$ cat src/rtl/button_debounce_multi.sv
`timescale 1ns/1ps
// N-channel push-button conditioner: synchronise, debounce on a 1 kHz tick,
// and derive press/release/long-press/auto-repeat pulses per channel.
module button_debounce_multi #(
  parameter int unsigned N           = 4,
  parameter int unsigned ACTIVE_LOW  = 1,
  parameter int unsigned DEBOUNCE_MS = 20,
  parameter int unsigned LONG_MS     = 1000,
  parameter int unsigned REPEAT_MS   = 200,
  parameter int unsigned REPEAT_EN   = 1,
  parameter int unsigned CW          = 11
) (
  input  logic         clk,
  input  logic         reset,
  input  logic         pulse1kHz,
  input  logic [N-1:0] ButtonIn,
  output logic [N-1:0] ButtonLevel,
  output logic [N-1:0] ButtonPress,
  output logic [N-1:0] ButtonRelease,
  output logic [N-1:0] ButtonLong,
  output logic [N-1:0] ButtonRepeat
);

  // Raw level seen on an untouched key; also the synchroniser reset value.
  localparam logic [N-1:0]  IDLE_LVL    = {N{ACTIVE_LOW != 0}};
  localparam logic [CW-1:0] DEB_LAST    = CW'(DEBOUNCE_MS - 1);
  localparam logic [CW-1:0] LONG_LAST   = CW'(LONG_MS - 1);
  localparam logic [CW-1:0] REPEAT_LAST = CW'(REPEAT_MS - 1);
  localparam longint unsigned CW_MAX    = (64'd1 << CW) - 64'd1;

  // Elaboration-time parameter sanity.
  if (N < 1 || N > 16) begin : g_bad_n
    $error("button_debounce_multi: N must be 1..16");
  end
  if (DEBOUNCE_MS < 1 || REPEAT_MS < 1 || LONG_MS <= DEBOUNCE_MS) begin : g_bad_ms
    $error("button_debounce_multi: invalid ms parameters");
  end
  if (longint'(DEBOUNCE_MS) > CW_MAX || longint'(LONG_MS) > CW_MAX ||
      longint'(REPEAT_MS) > CW_MAX) begin : g_bad_cw
    $error("button_debounce_multi: CW too narrow for ms parameters");
  end

  typedef enum logic [1:0] {
    ST_RELEASED = 2'd0,
    ST_HELD     = 2'd1,
    ST_REPEAT   = 2'd2
  } state_t;

  logic [N-1:0]  r_sync1;
  logic [N-1:0]  r_sync2;
  logic          r_pulse_d;
  logic [N-1:0]  r_level;
  logic [N-1:0]  r_press;
  logic [N-1:0]  r_release;
  logic [N-1:0]  r_long;
  logic [N-1:0]  r_repeat;
  logic [CW-1:0] r_dcnt  [N];
  logic [CW-1:0] r_hcnt  [N];
  state_t        r_state [N];

  logic          w_tick;
  logic [N-1:0]  w_pressed;
  logic [N-1:0]  w_level_nxt;
  logic [N-1:0]  w_press_nxt;
  logic [N-1:0]  w_release_nxt;
  logic [N-1:0]  w_long_nxt;
  logic [N-1:0]  w_repeat_nxt;
  logic [CW-1:0] w_dcnt_nxt  [N];
  logic [CW-1:0] w_hcnt_nxt  [N];
  state_t        w_state_nxt [N];

  // Two-flop synchroniser per key and tick edge-detect history.
  always_ff @(posedge clk) begin
    if (reset) begin
      r_sync1   <= IDLE_LVL;
      r_sync2   <= IDLE_LVL;
      r_pulse_d <= 1'b0;
    end else begin
      r_sync1   <= ButtonIn;
      r_sync2   <= r_sync1;
      r_pulse_d <= pulse1kHz;
    end
  end

  // A tick held high for several clocks still counts as one ms.
  assign w_tick    = pulse1kHz & ~r_pulse_d;
  // Normalised key state: 1 = pressed regardless of board polarity.
  assign w_pressed = r_sync2 ^ IDLE_LVL;

  // Debounce: accept a new level after DEBOUNCE_MS consecutive ticks of mismatch.
  always_comb begin
    w_level_nxt   = r_level;
    w_press_nxt   = '0;
    w_release_nxt = '0;
    for (int i = 0; i < int'(N); i++) begin
      w_dcnt_nxt[i] = r_dcnt[i];
      if (w_pressed[i] == r_level[i]) begin
        w_dcnt_nxt[i] = '0;
      end else if (w_tick) begin
        if (r_dcnt[i] == DEB_LAST) begin
          w_dcnt_nxt[i]    = '0;
          w_level_nxt[i]   = ~r_level[i];
          w_press_nxt[i]   = ~r_level[i];
          w_release_nxt[i] = r_level[i];
        end else begin
          w_dcnt_nxt[i] = r_dcnt[i] + CW'(1);
        end
      end
    end
  end

  // Hold FSM: long-press after LONG_MS, then repeat every REPEAT_MS; release has priority.
  always_comb begin
    w_long_nxt   = '0;
    w_repeat_nxt = '0;
    for (int i = 0; i < int'(N); i++) begin
      w_state_nxt[i] = r_state[i];
      w_hcnt_nxt[i]  = r_hcnt[i];
      if (w_release_nxt[i]) begin
        w_state_nxt[i] = ST_RELEASED;
        w_hcnt_nxt[i]  = '0;
      end else begin
        case (r_state[i])
          ST_RELEASED: begin
            if (w_press_nxt[i]) begin
              w_state_nxt[i] = ST_HELD;
              w_hcnt_nxt[i]  = '0;
            end
          end
          ST_HELD: begin
            if (w_tick) begin
              if (r_hcnt[i] == LONG_LAST) begin
                w_long_nxt[i]  = 1'b1;
                w_hcnt_nxt[i]  = '0;
                w_state_nxt[i] = ST_REPEAT;
              end else begin
                w_hcnt_nxt[i] = r_hcnt[i] + CW'(1);
              end
            end
          end
          ST_REPEAT: begin
            if (REPEAT_EN == 0) begin
              w_hcnt_nxt[i] = '0;
            end else if (w_tick) begin
              if (r_hcnt[i] == REPEAT_LAST) begin
                w_repeat_nxt[i] = 1'b1;
                w_hcnt_nxt[i]   = '0;
              end else begin
                w_hcnt_nxt[i] = r_hcnt[i] + CW'(1);
              end
            end
          end
          default: begin
            w_state_nxt[i] = ST_RELEASED;
            w_hcnt_nxt[i]  = '0;
          end
        endcase
      end
    end
  end

  // Per-channel state, counters and registered output pulses.
  always_ff @(posedge clk) begin
    if (reset) begin
      r_level   <= '0;
      r_press   <= '0;
      r_release <= '0;
      r_long    <= '0;
      r_repeat  <= '0;
      for (int i = 0; i < int'(N); i++) begin
        r_dcnt[i]  <= '0;
        r_hcnt[i]  <= '0;
        r_state[i] <= ST_RELEASED;
      end
    end else begin
      r_level   <= w_level_nxt;
      r_press   <= w_press_nxt;
      r_release <= w_release_nxt;
      r_long    <= w_long_nxt;
      r_repeat  <= w_repeat_nxt;
      for (int i = 0; i < int'(N); i++) begin
        r_dcnt[i]  <= w_dcnt_nxt[i];
        r_hcnt[i]  <= w_hcnt_nxt[i];
        r_state[i] <= w_state_nxt[i];
      end
    end
  end

  assign ButtonLevel   = r_level;
  assign ButtonPress   = r_press;
  assign ButtonRelease = r_release;
  assign ButtonLong    = r_long;
  assign ButtonRepeat  = r_repeat;

endmodule

$ cat config.mk
export PLATFORM = sky130hd
export DESIGN_NAME = button_debounce_multi
export DESIGN_NICKNAME = d
export VERILOG_FILES = /design/src/rtl/button_debounce_multi.sv
export SDC_FILE = /design/constraint.sdc
export NUM_CORES = 1
export LEC_CHECK = 0
export BUFFER_PORTS_ARGS = -buffer_cell sky130_fd_sc_hd__buf_2
export CAP_MARGIN = 20
export CORE_ASPECT_RATIO = 0.8
export CORE_MARGIN = 1.5
export CORE_UTILIZATION = 45
export CTS_CLUSTER_SIZE = 12
export DETAILED_ROUTE_END_ITERATION = 16
export SLEW_MARGIN = 20
export SYNTH_ARGS = -nofsm -noshare
export SYNTH_HDL_FRONTEND = slang
export SYNTH_SLANG_ARGS = --single-unit
$ cat constraint.sdc
create_clock -name clk -period 6.3 [get_ports clk]
set_input_delay 0 -clock clk [delete_from_list [all_inputs] [get_ports clk]]
set_output_delay 0 -clock clk [all_outputs]
set_load 0.05 [all_outputs]
; After elaboration in Yosys (flattened, before gate mapping)
; Memory sizes are Yosys's and may differ from the RTL's.
; Cells that the tools add are included.
[totals]
mem_count = 3
output_inout_bits = 20
word_cells = 207
in_bits = 7
ram_bits = 96
register_bits = 29
[op_classes]
bitwise_logic = 32
n_mux = 107
reduce_logical = 16
n_eq_ne = 24
n_addsub = 8
[memory_table]
columns = name, depth, word_bits, read_ports, rd_clocked_by_memory_dff, wr, line
row1 = r_dcnt, 4, 11, 4, 0, 4, 57  ; logic [CW-1:0] r_dcnt [N];
row2 = r_hcnt, 4, 11, 4, 0, 4, 58  ; logic [CW-1:0] r_hcnt [N];
row3 = r_state, 4, 2, 4, 0, 4, 59  ; state_t r_state [N];
[ops]
columns = cell, count
row1 = $mux W11, 44
row2 = $pmux W11 S3, 4
row3 = $add A11 B1 Y11 const B, 8
row4 = $eq A11 B10 Y1 const B, 4
row5 = $eq A11 B5 Y1 const B, 4
row6 = $eq A11 B8 Y1 const B, 4
row7 = $mux W2, 20
row8 = $mux W1, 35
row9 = $reduce_or A4 Y1, 8
row10 = $pmux W2 S3, 4
row11 = $not A1 Y1, 18
row12 = $or A1 B1 Y1, 12
row13 = $reduce_and A3 Y1, 4
row14 = $eq A2 B1 Y1 const B, 4
row15 = $eq A2 B2 Y1 const B, 4
row16 = $logic_not A2 Y1, 4
row17 = $eq A1 B1 Y1, 4
row18 = $not A4 Y4, 1
row19 = $and A1 B1 Y1, 1

; Longest topological paths before layout
[depth]
depth_word = 8
ltp_mapped = 8
depth_no_buf = 7

; Least setup slack after synthesis
; OpenSTA, ideal clock, no wires.
[synth_timing]
path_type = register -> register
startpoint = mem r_dcnt[2][2]
endpoint = mem r_hcnt[2][3]
stages_incl_launch_ff = 8
n_path_buf = 2
setup_ps = 76
slack_ps = 3930
required_ps = 6224
t_arrival_ps = 2294
cell_sequence = dfxtp_1 > or4_1 > or3_1 > buf_6 > a21o_1 > buf_6 > or4_1 > a31oi_1
[synth_lines]
columns = item, line
row1 = start: declaration, 57
row2 = end: declaration, 58

==> run summary <==
For the number of max-slew violations in the final report, the log shows 0. The number of cells traversed by the worst register-to-register path came out at 5. The worst register-to-register path begins at r_dcnt[2][2]$_SDFFE_PP0N_.

Global routing consumed, on the met2 layer, 31.5% of the routing resources. Setup violations remaining at the end of the flow were counted as 0. Setup repair after global routing left no endpoint under its margin. Clock slew at the register clock pins of the worst setup and hold paths: 0.06 ns. The synthesized cell area was 0.00605 mm². Antenna diode count: 0. In this run, synthesis inferred 0 flip-flops with an integrated enable. The initial antenna violation count came out at 0.

After synthesis, the most frequently instantiated cells are 125 x dfxtp_1, 78 x nand2_1, 70 x nor2_1. The run finished with clean final reports. STA puts the critical path data required time at 6.60 ns. The netlist uses 60 different library cells.

The relative slew slack is 39.3%, and the placed cell area is 0.00632 mm². After routing the design area is 0.00698 mm². Compared with the post-synthesis result, the final layout area differs by 15.4%. The worst path setup slack after routing is 3.63 ns.

The number of standard-cell rows in the floorplan was 37; the number of buffers added on ports was 26. Among all flip-flop cells after synthesis, the most frequent one is dfxtp_1. The worst register-to-register path ends at r_hcnt[2][8]$_SDFFE_PP0P_. The logs give 0 for the Yosys warning count and 5 for the number of detailed-routing iterations run before antenna repair. The run gives 14.0 mm as the overall routed net length. For hold timing, the worst endpoint is ButtonLevel[1]$_SDFFE_PP0P_.

The static leakage was 2.41 nW. The tools report the setup skew after layout as 0.0108 ns. The sequential area share after synthesis came out at 41.4%.

Count of final hold-check violations: 0. In this run the clock root is driven by a clkbuf_16. The sort of element at the start of the critical path was a register. Number of nets at the end of the flow: 782.

The run gives 4 as the number of levels the H-tree was split into. Remaining global-route overflow: 0. The share of Yosys cell area claimed by the top area cell type came out at 41.4%. The die is 133 µm wide. The logs give 4929 for the number of global-route vias before repair and 27 for the number of top-level pins. The first global-routing pass estimated 23.8 mm of wire.

In the global route stage, met1 resource usage came out at 29.5%. Synthesis produced a netlist with a net count of 752. Once layout is complete, the cells apart from fillers number 943. The detailed router finished its first iteration with 291 violations. The share of the clock period used by the worst path works out to 42.4%. Class of the tightest hold or removal check: in2reg. The logs give 0 ns for the summed negative setup slack over all endpoints and 9.73 mm for the post-detailed-placement half-perimeter wirelength. The number of vias per cell after detailed routing is 5.72, and the synthesized area per cell is 8.34 µm². The post-route netlist has 11.2% of its cells at a drive strength greater than 1.

For the pin with the worst max-slew slack, the measured transition is 0.910 ns. The biggest fanout along the worst timing path came out at 10. The post-synthesis sequential element count is 125, and the core outline area is 0.0130 mm².

The run gives 5397 as the number of vias after detailed routing. The tools report the starting density of the core as 46.5%. The run gives 0.870 as the placer's final routability congestion estimate. The library cell occupying the most area in the post-synthesis netlist was dfxtp_1. The hold path startpoint is reset. For the worst setup path, the data arrival time is 2.98 ns. The worst setup path is captured at a register.

The number of instances in the placed design was 906; the post-cts sizing count was 0. For this design the ratio of total power to cell area is 264 mW/mm². For the total routing usage reported by global routing, the log shows 20.7%. In this run the register-to-register setup slack is 3.63 ns. The run gives 125 as the clock sink total.

The chip height is 107 µm. Synthesis produced a netlist whose cell count is 725. The pin count of the biggest net entering global routing is 28. TritonCTS built the clock tree. The final antenna-violating net count was 0.

By area the synthesized netlist is led by dfxtp_1 41%, nand2_1 4.8%, nor2_1 4.3%. Critical path class: reg2reg. For the global routing usage on met3, the log shows 4.40%.

Counting instances, the worst hold path has a depth of 2. In this run, CTS created clock tree buffers numbering 17. Top achievable clock speed: 0.374 GHz.

After detailed routing, the average wire length per cell comes to 14.9 µm. The most used routing layer in global routing was met2. The tools report the worst setup slack after placement as 3.61 ns.

The largest registers in the layout are r_dcnt (44), r_hcnt (44), r_state (8). The peak supply drop is 0.000216 V. The minimum clock period works out to 2.67 ns.

The most frequent cell after synthesis was dfxtp_1. For the total of max-cap violations, the log shows 0. The clock reaches the later pin of the worst-skew pair after 0.42 ns. The die covers 0.0141 mm². The largest buffer count on any clock path was 2; the number of remaining DRC errors was 0.

The share of async-settable or async-resettable flops after synthesis is 0%.
==> placed cells by master (no fill, tap or decap), types with 3 or more instances in the layout <==
| cell | n |
|---|---|
| inv_1 | 19 |
| xor2_1 | 27 |
| a31oi_1 | 15 |
| o21ai_0 | 28 |
| a21oi_1 | 43 |
| a211oi_1 | 3 |
| nor2b_1 | 6 |
| dlygate4sd3_1 | 5 |
| ha_1 | 20 |
| o211ai_1 | 4 |
| clkbuf_8 | 3 |
| bufinv_16 | 3 |
| nand3_1 | 43 |
| and2_1 | 4 |
| a32o_1 | 11 |
| o21a_1 | 6 |
| o32ai_1 | 5 |
| nor2_1 | 70 |
| or4_1 | 17 |
| nand4_1 | 24 |
| clkinvlp_4 | 4 |
| or3_1 | 15 |
| nor4_1 | 10 |
| clkbuf_16 | 17 |
| buf_4 | 3 |
| nand2b_1 | 3 |
| o41ai_1 | 3 |
| dfxtp_1 | 125 |
| nor3_1 | 26 |
| or2_2 | 17 |
| nand2_1 | 78 |
| clkinv_2 | 4 |
| buf_2 | 26 |
| o22ai_1 | 3 |
| nand4b_1 | 7 |
| and3_1 | 21 |
| xnor2_1 | 7 |
==> area by class of cell <==
cell class              count  area [µm²]
fillers                  1232        6030
multi-input cells         557        3370
flip-flops and latches    125        2500
clock buffers              21         470
well taps                 175         219
repair buffers             34         203
clock inverters            11         140
inverters                  20        75.1
==> routing by layer <==
layer | share of wire (%) | routed length, µm
met5 | 0 | 0
met4 | 0.57 | 80
met3 | 4.0 | 564
met2 | 44 | 6150
met1 | 52 | 7240
==> power by group <==
part	internal [mW]	switching [mW]	leakage, nW
logic	0.0114	0.0238	1.11
clock network	0.650	0.359	0.291
registers	0.794	0.00272	1.01
total	1.46	0.386	2.41
==> worst max-delay path, cell delays in order (launching register included) <==
cell,delay (ns)
dfxtp_1,0.35
or4_1,0.52
or3_1,0.52
o21ai_1,0.64
nor3_1,0.26
a32o_1,0.28
==> metrics by stage <==
step | power [mW] | hold WS (ns) | utilization, %
finish | 1.84 | 0.0579 | 53.7
global route | 1.90 | 0.0955 | 53.7
floorplan | 0.835 | 0.104 | -
CTS | 1.86 | 0.0572 | 53.7
global placement | 0.846 | 0.183 | 48.6
detailed placement | 0.846 | 0.186 | 48.6
==> what timing repair did <==
action | CTS | global route
setup buffers | 0 | 0
setup endpoints to repair | 0 | 0
hold buffers | 5 | 0
endpoints found under the hold margin | 5 | 0
==> logic make-up after synthesis <==
kind of cell / Yosys count / share of synthesized area [%]
mux: 2 / 0.331
compound gates: 148 / 16.2
flops: 125 / 41.4
fa+ha+maj: 20 / 4.14
xor+xnor: 34 / 4.92
buf+inv: 43 / 2.92
simple gates: 353 / 30.1
==> worst max path at each step <==
stage | startpoint | end | slack [ns] | cells after the start
global placement | r_dcnt[2][2]$_SDFFE_PP0N_ | r_hcnt[2][2]$_SDFFE_PP0P_ | 3.71 | 5
floorplan | r_dcnt[2][2]$_SDFFE_PP0N_ | r_hcnt[2][3]$_SDFFE_PP0P_ | 3.93 | 7
CTS | r_pulse_d$_SDFF_PP0_ | r_hcnt[3][8]$_SDFFE_PP0P_ | 3.63 | 5
finish | r_dcnt[2][2]$_SDFFE_PP0N_ | r_hcnt[2][8]$_SDFFE_PP0P_ | 3.63 | 5
detailed placement | r_pulse_d$_SDFF_PP0_ | r_hcnt[3][7]$_SDFFE_PP0P_ | 3.61 | 5
global route | r_pulse_d$_SDFF_PP0_ | r_hcnt[3][8]$_SDFFE_PP0P_ | 3.41 | 5
Note: power is estimated with default switching activity, not from simulation.
